$ cat src/rtl/trig_pkg.sv
// ---------------------------------------------------------------------------
// trig_pkg
//   Shared types and constants for the trigger conditioner.
//   - trig_state_t : press/release FSM states
//   - PRESS_CNT_W  : width of the accepted-press debug counter
//   - max3         : helper used to size the shared cycle counter
// ---------------------------------------------------------------------------
package trig_pkg;

  typedef enum logic [2:0] {
    IDLE,
    DB_PRESS,
    FIRE,
    HELD,
    DB_REL
  } trig_state_t;

  localparam int PRESS_CNT_W = 8;

  function automatic int max3(input int a, input int b, input int c);
    int m;
    m = (a > b) ? a : b;
    return (m > c) ? m : c;
  endfunction

endpackage

$ cat src/rtl/trigger_conditioner_sync_chain.sv
// ---------------------------------------------------------------------------
// sync_chain
//   Generic multi-flop synchroniser for a single asynchronous level input.
//   Reusable for any async control input, not only the trigger button.
// Parameters
//   STAGES : number of flops in the chain (>= 2)
// Ports
//   clk : system clock, rising edge
//   rst : synchronous, active-high reset (clears every stage)
//   d   : asynchronous input level
//   q   : synchronised level, valid in the clk domain
// ---------------------------------------------------------------------------
module sync_chain #(
  parameter int STAGES = 2
) (
  input  logic clk,
  input  logic rst,
  input  logic d,
  output logic q
);

  logic [STAGES-1:0] sync_q;
  logic [STAGES-1:0] sync_d;

  // Bit 0 captures the raw input; each later stage takes the one before it.
  always_comb begin
    sync_d = {sync_q[STAGES-2:0], d};
  end

  always_ff @(posedge clk) begin
    if (rst) begin
      sync_q <= '0;
    end else begin
      sync_q <= sync_d;
    end
  end

  assign q = sync_q[STAGES-1];

endmodule

$ cat src/rtl/trigger_conditioner.sv
// ---------------------------------------------------------------------------
// trigger_conditioner
//   Conditions the raw push-button feeding the CPU trigger port: synchronises
//   it, debounces press and release, emits exactly one HOLD_CYCLES-wide
//   trigger pulse per debounced press and counts accepted presses.
// Optional feature
//   TRIG_REPEAT_EN : when defined, a button held in HELD for REPEAT_CYCLES
//                    cycles fires an extra pulse (auto-repeat). When
//                    undefined, exactly one pulse per press.
// Parameters
//   SYNC_STAGES     : synchroniser depth (>= 2)
//   DEBOUNCE_CYCLES : stable cycles needed to accept a press/release (>= 1)
//   HOLD_CYCLES     : trigger pulse width in cycles (>= 1)
//   REPEAT_CYCLES   : held cycles before an auto-repeat pulse
// Ports
//   clk         : system clock, rising edge
//   rst         : synchronous, active-high reset
//   btn_in      : raw asynchronous button level, active-high
//   enable      : 0 = ignore the button and abort any pulse in progress
//   trigger     : registered conditioned trigger (high exactly in FIRE)
//   busy        : registered, high whenever the FSM is not IDLE
//   press_count : accepted presses including repeats, wraps 255 -> 0
// ---------------------------------------------------------------------------
module trigger_conditioner
  import trig_pkg::*;
#(
  parameter int SYNC_STAGES     = 2,
  parameter int DEBOUNCE_CYCLES = 16,
  parameter int HOLD_CYCLES     = 4,
  parameter int REPEAT_CYCLES   = 64
) (
  input  logic                   clk,
  input  logic                   rst,
  input  logic                   btn_in,
  input  logic                   enable,
  output logic                   trigger,
  output logic                   busy,
  output logic [PRESS_CNT_W-1:0] press_count
);

  // One counter serves debounce, hold and repeat timing, so it is sized for
  // the largest of the three terminal counts.
  localparam int CNT_W = $clog2(max3(DEBOUNCE_CYCLES, HOLD_CYCLES, REPEAT_CYCLES) + 1);

  localparam logic [CNT_W-1:0] DB_LAST   = CNT_W'(DEBOUNCE_CYCLES - 1);
  localparam logic [CNT_W-1:0] HOLD_LAST = CNT_W'(HOLD_CYCLES - 1);
`ifdef TRIG_REPEAT_EN
  localparam logic [CNT_W-1:0] REP_LAST  = CNT_W'(REPEAT_CYCLES - 1);
`endif

  logic btn_s;

  trig_state_t            state_q, state_d;
  logic [CNT_W-1:0]       cnt_q, cnt_d;
  logic [PRESS_CNT_W-1:0] press_count_q, press_count_d;
  logic                   trigger_q, trigger_d;
  logic                   busy_q, busy_d;

  sync_chain #(
    .STAGES (SYNC_STAGES)
  ) u_sync (
    .clk (clk),
    .rst (rst),
    .d   (btn_in),
    .q   (btn_s)
  );

  // Next-state logic. Outputs are derived from the next state so that the
  // registered trigger/busy line up exactly with the registered state.
  always_comb begin
    state_d       = state_q;
    cnt_d         = cnt_q;
    press_count_d = press_count_q;

    if (!enable) begin
      // Disable wins over everything and aborts a pulse in progress.
      state_d = IDLE;
      cnt_d   = '0;
    end else begin
      case (state_q)
        IDLE: begin
          if (btn_s) begin
            state_d = DB_PRESS;
            cnt_d   = '0;
          end
        end

        DB_PRESS: begin
          if (!btn_s) begin
            state_d = IDLE;
          end else if (cnt_q == DB_LAST) begin
            state_d       = FIRE;
            cnt_d         = '0;
            press_count_d = press_count_q + 1'b1;
          end else begin
            cnt_d = cnt_q + 1'b1;
          end
        end

        FIRE: begin
          if (cnt_q == HOLD_LAST) begin
            state_d = HELD;
            cnt_d   = '0;
          end else begin
            cnt_d = cnt_q + 1'b1;
          end
        end

        HELD: begin
          if (!btn_s) begin
            state_d = DB_REL;
            cnt_d   = '0;
          end
`ifdef TRIG_REPEAT_EN
          else if (cnt_q == REP_LAST) begin
            state_d       = FIRE;
            cnt_d         = '0;
            press_count_d = press_count_q + 1'b1;
          end else begin
            cnt_d = cnt_q + 1'b1;
          end
`endif
        end

        DB_REL: begin
          // A bounce back to 1 returns to HELD with a fresh count so the
          // repeat interval restarts from the bounce.
          if (btn_s) begin
            state_d = HELD;
            cnt_d   = '0;
          end else if (cnt_q == DB_LAST) begin
            state_d = IDLE;
          end else begin
            cnt_d = cnt_q + 1'b1;
          end
        end

        default: begin
          state_d = IDLE;
          cnt_d   = '0;
        end
      endcase
    end

    trigger_d = (state_d == FIRE);
    busy_d    = (state_d != IDLE);
  end

  always_ff @(posedge clk) begin
    if (rst) begin
      state_q       <= IDLE;
      cnt_q         <= '0;
      press_count_q <= '0;
      trigger_q     <= 1'b0;
      busy_q        <= 1'b0;
    end else begin
      state_q       <= state_d;
      cnt_q         <= cnt_d;
      press_count_q <= press_count_d;
      trigger_q     <= trigger_d;
      busy_q        <= busy_d;
    end
  end

  assign trigger     = trigger_q;
  assign busy        = busy_q;
  assign press_count = press_count_q;

endmodule

$ cat config.mk
export PLATFORM = sky130hd
export DESIGN_NAME = trigger_conditioner
export DESIGN_NICKNAME = d
export VERILOG_FILES = /design/src/rtl/trig_pkg.sv /design/src/rtl/trigger_conditioner_sync_chain.sv /design/src/rtl/trigger_conditioner.sv
export SDC_FILE = /design/constraint.sdc
export NUM_CORES = 1
export LEC_CHECK = 0
export CAP_MARGIN = 10
export CORE_ASPECT_RATIO = 0.9
export CORE_UTILIZATION = 54
export CTS_CLUSTER_SIZE = 24
export DETAILED_ROUTE_END_ITERATION = 6
export PLACE_DENSITY = 0.78
export SYNTH_ARGS = -nofsm -noshare
export SYNTH_HDL_FRONTEND = slang
export SYNTH_SLANG_ARGS = --single-unit
$ cat constraint.sdc
create_clock -name clk -period 3 [get_ports clk]
set_clock_uncertainty 0.1 [all_clocks]
set_input_delay 0.6 -clock clk [delete_from_list [all_inputs] [get_ports clk]]
set_output_delay 0.6 -clock clk [all_outputs]
set_load 0.01 [all_outputs]
==> results of run 1 <==
[placed cells by master (no fill, tap or decap)]
| cell type | instances |
|---|---|
| nand2_1 | 14 |
| ha_1 | 2 |
| nor4bb_1 | 1 |
| a21o_1 | 1 |
| o31ai_1 | 2 |
| clkdlybuf4s50_1 | 13 |
| nand4_1 | 3 |
| nand3b_1 | 3 |
| xnor2_1 | 3 |
| a211oi_1 | 1 |
| or4_4 | 1 |
| nor3_1 | 3 |
| inv_1 | 5 |
| nor3b_1 | 2 |
| or2_2 | 1 |
| clkbuf_4 | 3 |
| nand3_1 | 8 |
| clkbuf_8 | 1 |
| dfxtp_1 | 22 |
| nor2_1 | 14 |
| nor3_2 | 1 |
| xor2_1 | 3 |
| a31oi_1 | 4 |
| and3_1 | 2 |
| o21bai_1 | 1 |
| o311ai_0 | 2 |
| nand4b_1 | 1 |
| buf_4 | 1 |
| nor2b_1 | 8 |
| a41oi_1 | 3 |
| nand2b_1 | 3 |
| o21ai_0 | 5 |
| or3_1 | 1 |
| or4b_4 | 1 |
| a21oi_1 | 8 |
| nor4b_1 | 2 |
| o211ai_1 | 2 |
| nor4_2 | 1 |
[routing by layer]
| metal | up-vias | track usage (%) | part of all wire (%) |
|---|---|---|---|
| li1 | 532 | - | - |
| met1 | 511 | 32.5 | 48 |
| met2 | 40 | 36.1 | 45 |
| met3 | 0 | 6.00 | 6.9 |
| met4 | 0 | 4.44 | 0 |
| met5 | - | 0 | 0 |
[worst register-to-register path: stages, from the launching register on]
cell and delay [ns]:
dfxtp_1 0.41, ha_1 0.25, or4b_4 0.53, o31ai_1 0.36, a21oi_1 0.29, a41oi_1 0.31, a211oi_1 0.07
[logic make-up (layout without fill, tap and decap cells)]
logic type,after synthesis,count (layout),share of synthesized area (%)
AOI/OAI and AO/OA,29,29,16.0
xor gates and xnor gates,6,6,4.52
adders and majority gates,2,2,2.15
buffers and inverters,13,23,5.49
DFF,22,22,37.9
and+or+nand+nor,70,70,33.9
[registers in the layout (all words and copies together), names as in the netlist]
signal	count
cnt_q	7
u_sync.sync_q	2
press_count	8
busy	1
trigger	1
state_q	3
[how the worst max path moves through the flow]
| stage | start | end | slack, ns | depth (start not counted) |
|---|---|---|---|---|
| 6_report | cnt_q[0] | cnt_q[3] | 0.54 | 6 |
| 5_1_grt | cnt_q[0] | cnt_q[3] | 0.44 | 6 |
| 4_1_cts | cnt_q[0] | press_count[3] | 0.56 | 5 |
| 3_5_place_dp | enable | press_count[3] | 0.57 | 5 |
| 3_3_place_gp | enable | press_count[3] | 0.64 | 5 |
| 2_1_floorplan | cnt_q[0] | press_count[3] | 0.66 | 6 |
[final cells by class]
type / instances / area [sq um]
multi-input cells: 107 / 658
fillers: 163 / 648
inverters: 5 / 18.8
flip-flops and latches: 22 / 440
clock buffers: 4 / 36.3
well taps: 25 / 31.3
repair buffers: 14 / 138
[metrics by stage]
step                total power, uW  instance area [sq um]  utilization, %
floorplan                       313                   1160               -
global placement                322                   1290            65.3
detailed placement              322                   1290            65.3
CTS                             480                   1320            67.1
global route                    495                   1320            67.1
finish                          474                   1320            67.1
[power by group]
| group | total (uW) | switching [uW] | internal, uW |
|---|---|---|---|
| combinational | 20.1 | 11.3 | 8.83 |
| clock | 158 | 84.4 | 74.1 |
| sequential | 296 | 2.04 | 294 |
| total | 474 | 97.7 | 377 |
==> results.json, run 1 <==
{
  "drt-total-wl_um": 2490,
  "clock_sinks": 22,
  "ff2ff_path_depth": 6,
  "route.detailed.drc": 0,
  "slew_viol_final": 0,
  "worstSetupPathType": "register to register",
  "syn_to_final_growth_pct": 13.8,
  "antenna_cells": 0,
  "portBuffers": 13,
  "async_flop_share_pct": 0,
  "track_usage_pct": 23.2,
  "worstHoldStart": "u_sync.sync_q[0]",
  "holdWs_ns": 0.351,
  "yosys-top-cells-area": "dfxtp_1 38%, nand2_1 4.5%, nor2_1 4.5%",
  "ir_worst_vdd_v": 0.000347,
  "cp_top_family": "compound AO/OA/AOI/OAI gates",
  "cts-root-buf": "clkbuf_4",
  "synth-edff-count": 0,
  "period_needed_ns": 2.46,
  "row_count": 15,
  "leakage_uw": 0.000435,
  "yosysSeqAreaShare_pct": 37.9,
  "dr.pass1.iters": 4,
  "die_area_sq_um": 2340,
  "wire_per_inst_um": 14.1,
  "ys_types": 37,
  "reg2reg_slack_ns": 0.54,
  "finalNonFillerCells": 177,
  "place.gp.congestion": 0.842,
  "synth_top_area_share_pct": 37.9,
  "dp.cells": 173,
  "numCtsBuffers": 3,
  "clkTransAtPathRegs_ns": 0.11,
  "insertion_delay_ns": 0.30,
  "worstMarginPinSlew_ns": 0.672,
  "finalHoldViolCount": 0,
  "synth_common_cells": "22 x dfxtp_1, 14 x nand2_1, 14 x nor2_1",
  "post_cts_buffers": 0,
  "run_status": "finished clean",
  "grt_pass1_vias": 899,
  "max_stage_delay_ns": 0.53,
  "relSlewSlack_pct": 55.2,
  "core_sq_um": 1970,
  "syn_area_per_cell_sq_um": 8.19,
  "postCtsResizedCells": 0,
  "fin_ws_ns": 0.540,
  "grt_pass1_wl_um": 4000,
  "final_nets": 159,
  "holdPathEnd": "u_sync.sync_q[1]",
  "worstReg2RegStart": "cnt_q[0]",
  "cp-end-kind": "register",
  "p_per_area_nw_per_um2": 359,
  "yosys.cell_count.top_type": "dfxtp_1",
  "synth_top_flop_cell": "dfxtp_1",
  "antenna_found_initial": 0,
  "place_hpwl_um": 1800,
  "grt_max_degree": 15,
  "cp.arrival_ns": 2.53,
  "hold_buffers": 0,
  "fin_crit_sh_pct": 82.0,
  "maxCapViolCount": 0,
  "fmaxAchievable_mhz": 407,
  "crit_chain": "ha_1 -> or4b_4 -> o31ai_1 -> a21oi_1 -> a41oi_1 -> a211oi_1",
  "start_kind": "register",
  "cp_slowest_cell": "or4b_4",
  "die_width_um": 50.9,
  "min_path_cells": 1,
  "hold_class": "register to register",
  "htreeDepth": 1,
  "synth_top_area_cell": "dfxtp_1",
  "syn_area_sq_um": 1160,
  "cp_max_fo": 8,
  "first_iter_violations": 57,
  "vias": 1083,
  "tns_ns": 0,
  "overflow": 0,
  "grt_setup_unrepaired": "no",
  "syn_nets": 148,
  "place_ws_ns": 0.568,
  "pin_count": 14,
  "ant_nets": 0,
  "yosys_warnings": 0,
  "setup_viol": 0,
  "syn_inst": 142,
  "clockBufferDepth": 2,
  "drive_above_1_share_pct": 6.58,
  "synth_seq_cells": 22,
  "start_util_pct": 59.0,
  "r2r-end": "cnt_q[3]",
  "cts_tree": "built",
  "crit_required_ns": 3.07,
  "routed_via_density": 6.12,
  "crit_buf_inv": 0,
  "die-height_um": 46.0
}
No activity file was read; power rests on OpenSTA's default activity.
==> run 2: changes to the inputs <==
--- a/config.mk
+++ b/config.mk
@@ -7,10 +7,10 @@
 export LEC_CHECK = 0
 export CAP_MARGIN = 10
 export CORE_ASPECT_RATIO = 0.9
-export CORE_UTILIZATION = 54
+export CORE_UTILIZATION = 48
 export CTS_CLUSTER_SIZE = 24
 export DETAILED_ROUTE_END_ITERATION = 6
-export PLACE_DENSITY = 0.78
+export PLACE_DENSITY = 0.73
 export SYNTH_ARGS = -nofsm -noshare
 export SYNTH_HDL_FRONTEND = slang
 export SYNTH_SLANG_ARGS = --single-unit
==> constraint.sdc (replaced) <==
create_clock -name clk -period 2.14 [get_ports clk]
set_clock_uncertainty 0.1 [all_clocks]
set_input_delay 0.428 -clock clk [delete_from_list [all_inputs] [get_ports clk]]
set_output_delay 0.428 -clock clk [all_outputs]
set_load 0.01 [all_outputs]
==> run 2 against run 1 <==
Fmax increased by 16%. Sequential power increased by 39%. Setup slack got worse by 0.52 ns. Clock power increased by 49%. Combinational power increased by 69%. Utilization decreased by 2.9 points. Critical endpoint is now press_count[3]. Largest cell class unchanged.
==> results.json, run 2 (synthesis gave the netlist of run 1 again) <==
{
  "insertion_delay_ns": 0.31,
  "finalNonFillerCells": 189,
  "place.gp.congestion": 0.807,
  "row_count": 16,
  "core_sq_um": 2220,
  "ant_nets": 0,
  "final_cell_mix": "20 x dfxtp_1, 14 x nand2_1, 14 x nor2_1",
  "final_common_cell": "dfxtp_1",
  "fin_crit_sh_pct": 99.2,
  "die_area_sq_um": 2620,
  "start_kind": "register",
  "worstHoldStart": "u_sync.sync_q[0]",
  "die-height_um": 48.7,
  "p_per_area_nw_per_um2": 477,
  "track_usage_pct": 22.0,
  "antenna_found_initial": 0,
  "place_hpwl_um": 1860,
  "routed_via_density": 5.81,
  "ir_worst_vdd_v": 0.000348,
  "cts_tree": "built",
  "relSlewSlack_pct": 64.5,
  "finalHoldViolCount": 0,
  "reg2reg_slack_ns": 0.02,
  "worstSetupPathType": "register to register",
  "setup_viol": 0,
  "fillers": 205,
  "cts-root-buf": "clkbuf_4",
  "numCtsBuffers": 3,
  "worstSetupPathDepth": 5,
  "crit_buf_inv": 0,
  "wire_per_inst_um": 13.3,
  "drt-total-wl_um": 2520,
  "tns_ns": 0,
  "fmaxAchievable_mhz": 471,
  "final_nets": 169,
  "cp_max_fo": 7,
  "utilization_pct": 64.2,
  "cp_slowest_cell": "or4b_4",
  "portBuffers": 13,
  "clockBufferDepth": 2,
  "endpoint": "press_count[3]",
  "fin_ws_ns": 0.0180,
  "clock_sinks": 22,
  "clkTransAtPathRegs_ns": 0.13,
  "grt_max_degree": 14,
  "run_status": "finished clean",
  "grt_pass1_wl_um": 4330,
  "cp.arrival_ns": 2.28,
  "start_util_pct": 52.3,
  "overflow": 0,
  "crit_chain": "ha_4 -> or4b_4 -> or4_4 -> or3_1 -> a21oi_1",
  "antenna_cells": 0,
  "startpoint": "cnt_q[1]",
  "worstMarginPinSlew_ns": 0.530,
  "dr.pass1.iters": 4,
  "leakage_uw": 0.000485,
  "worstReg2RegStart": "cnt_q[1]",
  "htreeDepth": 1,
  "largest_reg_flops": 8,
  "syn_to_final_growth_pct": 22.8,
  "maxCapViolCount": 0,
  "period_needed_ns": 2.12,
  "cp_top_family": "simple AND/OR/NAND/NOR gates",
  "max_stage_delay_ns": 0.51,
  "first_iter_violations": 33,
  "slew_viol_final": 0,
  "r2r-end": "press_count[3]",
  "crit_required_ns": 2.29,
  "cp-end-kind": "register",
  "route.detailed.drc": 0,
  "grt_pass1_vias": 1003,
  "hold_class": "register to register",
  "place_ws_ns": -0.114,
  "ff2ff_path_depth": 5,
  "die_width_um": 53.9,
  "hold_buffers": 0,
  "pin_count": 14,
  "drive_above_1_share_pct": 15.4,
  "dp.cells": 185,
  "grt_setup_unrepaired": "yes",
  "vias": 1098,
  "holdWs_ns": 0.348
}
run 2: cell count changes in the layout (fill, tap and decap cells not counted):
cell	change
buf_4	+10
dfxtp_1	-2
dfxtp_2	+1
dfxtp_4	+1
ha_1	-1
ha_4	+1
nor3_1	-1
nor3_2	+1
o31ai_1	-1
o31ai_2	+1
run 2: worst min path at each step:
| stage | cells past startpoint | end |
|---|---|---|
| floorplan | 1 | u_sync.sync_q[1] |
| global placement | 1 | u_sync.sync_q[1] |
| detailed placement | 1 | u_sync.sync_q[1] |
| CTS | 1 | u_sync.sync_q[1] |
| global route | 1 | u_sync.sync_q[1] |
| finish | 1 | u_sync.sync_q[1] |
run 2: worst register-to-register path, cell delays in order, from the launching register on:
cell	delay, ns
dfxtp_4	0.39
ha_4	0.13
or4b_4	0.51
or4_4	0.48
or3_1	0.32
a21oi_1	0.13
run 2: layout make-up:
class	instances	area, sq um	area share, %
multi-input combinational	107	681	47.7
timing repair buffer	24	213	14.9
inverter	5	18.8	1.31
tap	27	33.8	2.37
sequential	22	445	31.2
clock buffer	4	36.3	2.54
run 2: routing by layer:
metal	track usage, %	part of all wire, %	up-vias
met5	0	0	-
li1	-	-	550
met1	30.0	49	524
met2	35.2	46	22
met4	2.63	0.56	0
met3	5.66	4.4	2
run 2: through the flow:
stage	power, uW	area [sq um]
CTS	687	1430
global route	706	1430
detailed placement	456	1380
floorplan	439	1180
global placement	455	1380
finish	681	1430
run 2: power breakdown:
part | switching, uW | total (uW) | internal, uW
Combinational | 18.0 | 33.9 | 15.9
Sequential | 1.53 | 412 | 411
Clock | 131 | 235 | 104
run 2: repair_timing:
action	in CTS	in global routing
gates resized for setup	1	1
pin swaps	1	0
setup buffers	0	0
endpoints found under the setup margin	1	13
cloned	0	0
==> run 3: changes to the inputs <==
--- a/config.mk
+++ b/config.mk
@@ -11,6 +11,7 @@
 export CTS_CLUSTER_SIZE = 24
 export DETAILED_ROUTE_END_ITERATION = 6
 export PLACE_DENSITY = 0.73
+export REMOVE_ABC_BUFFERS = 1
 export SYNTH_ARGS = -nofsm -noshare
 export SYNTH_HDL_FRONTEND = slang
 export SYNTH_SLANG_ARGS = --single-unit
==> run 3 against run 2 <==
Die area is the same. Clock power shrank 4%. Flip-flop and latch count is the same. Sequential power is essentially flat. Count of clock-buffer cells in the layout is the same. Register-to-register slack is essentially flat. Final cell count grew 1.6%. Wire length grew 6.7%. Global-route usage shrank 0.13 points. Non-clock buffer count grew 3. Critical path type unchanged. Critical endpoint is now cnt_q[5].
==> results.json, run 3 (synthesis gave the netlist of run 1 again) <==
{
  "run_status": "finished clean",
  "holdWs_ns": 0.359,
  "slew_viol_final": 0,
  "vias": 1116,
  "pin_count": 14,
  "finalNonFillerCells": 192,
  "setup_viol": 0,
  "start_util_pct": 52.3,
  "grt_pass1_wl_um": 4200,
  "hold_class": "register to register",
  "antenna_found_initial": 0,
  "final_cell_mix": "19 x dfxtp_1, 14 x nand2_1, 14 x nor2_1",
  "wire_per_inst_um": 14.0,
  "ff2ff_path_depth": 7,
  "row_count": 16,
  "clkTransAtPathRegs_ns": 0.12,
  "start_kind": "register",
  "antenna_cells": 0,
  "cp.arrival_ns": 2.20,
  "fillers": 181,
  "dr.pass1.iters": 4,
  "fmaxAchievable_mhz": 474,
  "utilization_pct": 68.2,
  "finalHoldViolCount": 0,
  "grt_max_degree": 14,
  "overflow": 0,
  "routed_via_density": 5.81,
  "final_nets": 172,
  "period_needed_ns": 2.11,
  "hold_buffers": 0,
  "track_usage_pct": 21.9,
  "core_sq_um": 2220,
  "portBuffers": 13,
  "relSlewSlack_pct": 65.4,
  "power_uw": 672,
  "worstSetupPathType": "register to register",
  "htreeDepth": 1,
  "grt_setup_unrepaired": "yes",
  "ir_worst_vdd_v": 0.000665,
  "worstSetupPathDepth": 7,
  "min_path_cells": 1,
  "cp_top_family": "compound AO/OA/AOI/OAI gates",
  "cp_max_fo": 6,
  "cts-root-buf": "clkbuf_4",
  "die_width_um": 53.9,
  "syn_to_final_growth_pct": 30.5,
  "numCtsBuffers": 3,
  "max_stage_delay_ns": 0.47,
  "crit_chain": "ha_4 -> or4b_4 -> buf_6 -> o31ai_4 -> o211ai_1 -> a21oi_1 -> nor3_1",
  "route.detailed.drc": 0,
  "maxCapViolCount": 0,
  "ant_nets": 0,
  "place.gp.congestion": 0.806,
  "clockBufferDepth": 2,
  "drt-total-wl_um": 2690,
  "fin_crit_sh_pct": 98.5,
  "crit_required_ns": 2.23,
  "dp.cells": 188,
  "crit_buf_inv": 1,
  "cts_tree": "built",
  "grt_pass1_vias": 977,
  "drive_above_1_share_pct": 20.6,
  "cp_slowest_cell": "or4b_4",
  "first_iter_violations": 37,
  "worstMarginPinSlew_ns": 0.512,
  "die_area_sq_um": 2620,
  "largest_reg_flops": 8,
  "leakage_uw": 0.000557,
  "final_common_cell": "dfxtp_1",
  "die-height_um": 48.7,
  "place_hpwl_um": 1900,
  "post_cts_buffers": 0,
  "clock_sinks": 22,
  "p_per_area_nw_per_um2": 443,
  "cp-end-kind": "register",
  "insertion_delay_ns": 0.30
}
run 3: cell types whose count changed in the layout (fill, tap and decap cells not counted), moves of 2 or more:
cell | before | now
a21oi_2 | 0 | 2
a21oi_1 | 8 | 6
nor3_4 | 0 | 2
o31ai_4 | 0 | 2
buf_4 | 11 | 13
nor3_2 | 2 | 0
dfxtp_2 | 1 | 3
o21ai_0 | 5 | 3
o21ai_1 | 0 | 2
run 3: power by group:
group / leakage, uW / internal [uW] / total [uW] / switching [uW]
Sequential: 0.000179 / 412 / 415 / 3.10
Clock: 0.0000210 / 104 / 225 / 121
Combinational: 0.000356 / 15.3 / 32.9 / 17.6
run 3: area by class of cell:
| type | instances | area, sq um | area share [%] |
|---|---|---|---|
| Inverter | 5 | 18.8 | 1.24 |
| Clock buffer | 4 | 36.3 | 2.39 |
| Tap cell | 27 | 33.8 | 2.23 |
| Multi-Input combinational cell | 107 | 744 | 49.1 |
| Sequential cell | 22 | 444 | 29.3 |
| Timing Repair Buffer | 27 | 239 | 15.8 |
run 3: per-stage QoR:
stage          instance area (sq um)  TNS (ns)  worst slack (ns)
3_5_place_dp                    1390    -0.525            -0.115
6_report                        1520         0            0.0320
3_3_place_gp                    1390   -0.0435           -0.0195
2_1_floorplan                   1120    -0.315            -0.137
4_1_cts                         1450   -0.0921           -0.0462
5_1_grt                         1520    -0.111           -0.0562
run 3: worst reg2reg max path: cells and delay by family, from the launching register on:
kind,cells,cell delay [ns]
flops,1,0.37
fa+ha+maj,1,0.13
compound gates,3,0.71
buf+inv,1,0.16
simple gates,2,0.53
run 3: final timing paths:
kind	start	endpoint	slack, ns
min	u_sync.sync_q[0]	u_sync.sync_q[1]	0.36
max	cnt_q[1]	cnt_q[5]	0.03
min reg2reg	u_sync.sync_q[0]	u_sync.sync_q[1]	0.36
max reg2reg	cnt_q[1]	cnt_q[5]	0.03
run 3: per-layer routing:
metal	global-route usage, %	vias up	part of all wire, %
met5	0	-	0
li1	-	555	-
met4	4.82	0	0.93
met2	33.7	36	49
met3	6.29	4	5.4
met1	29.7	521	45
run 3: what timing repair did:
item / 4_1_cts / 5_1_grt
pin swaps: 6 / 6
gates resized for setup: 8 / 13
endpoints found under the setup margin: 12 / 14
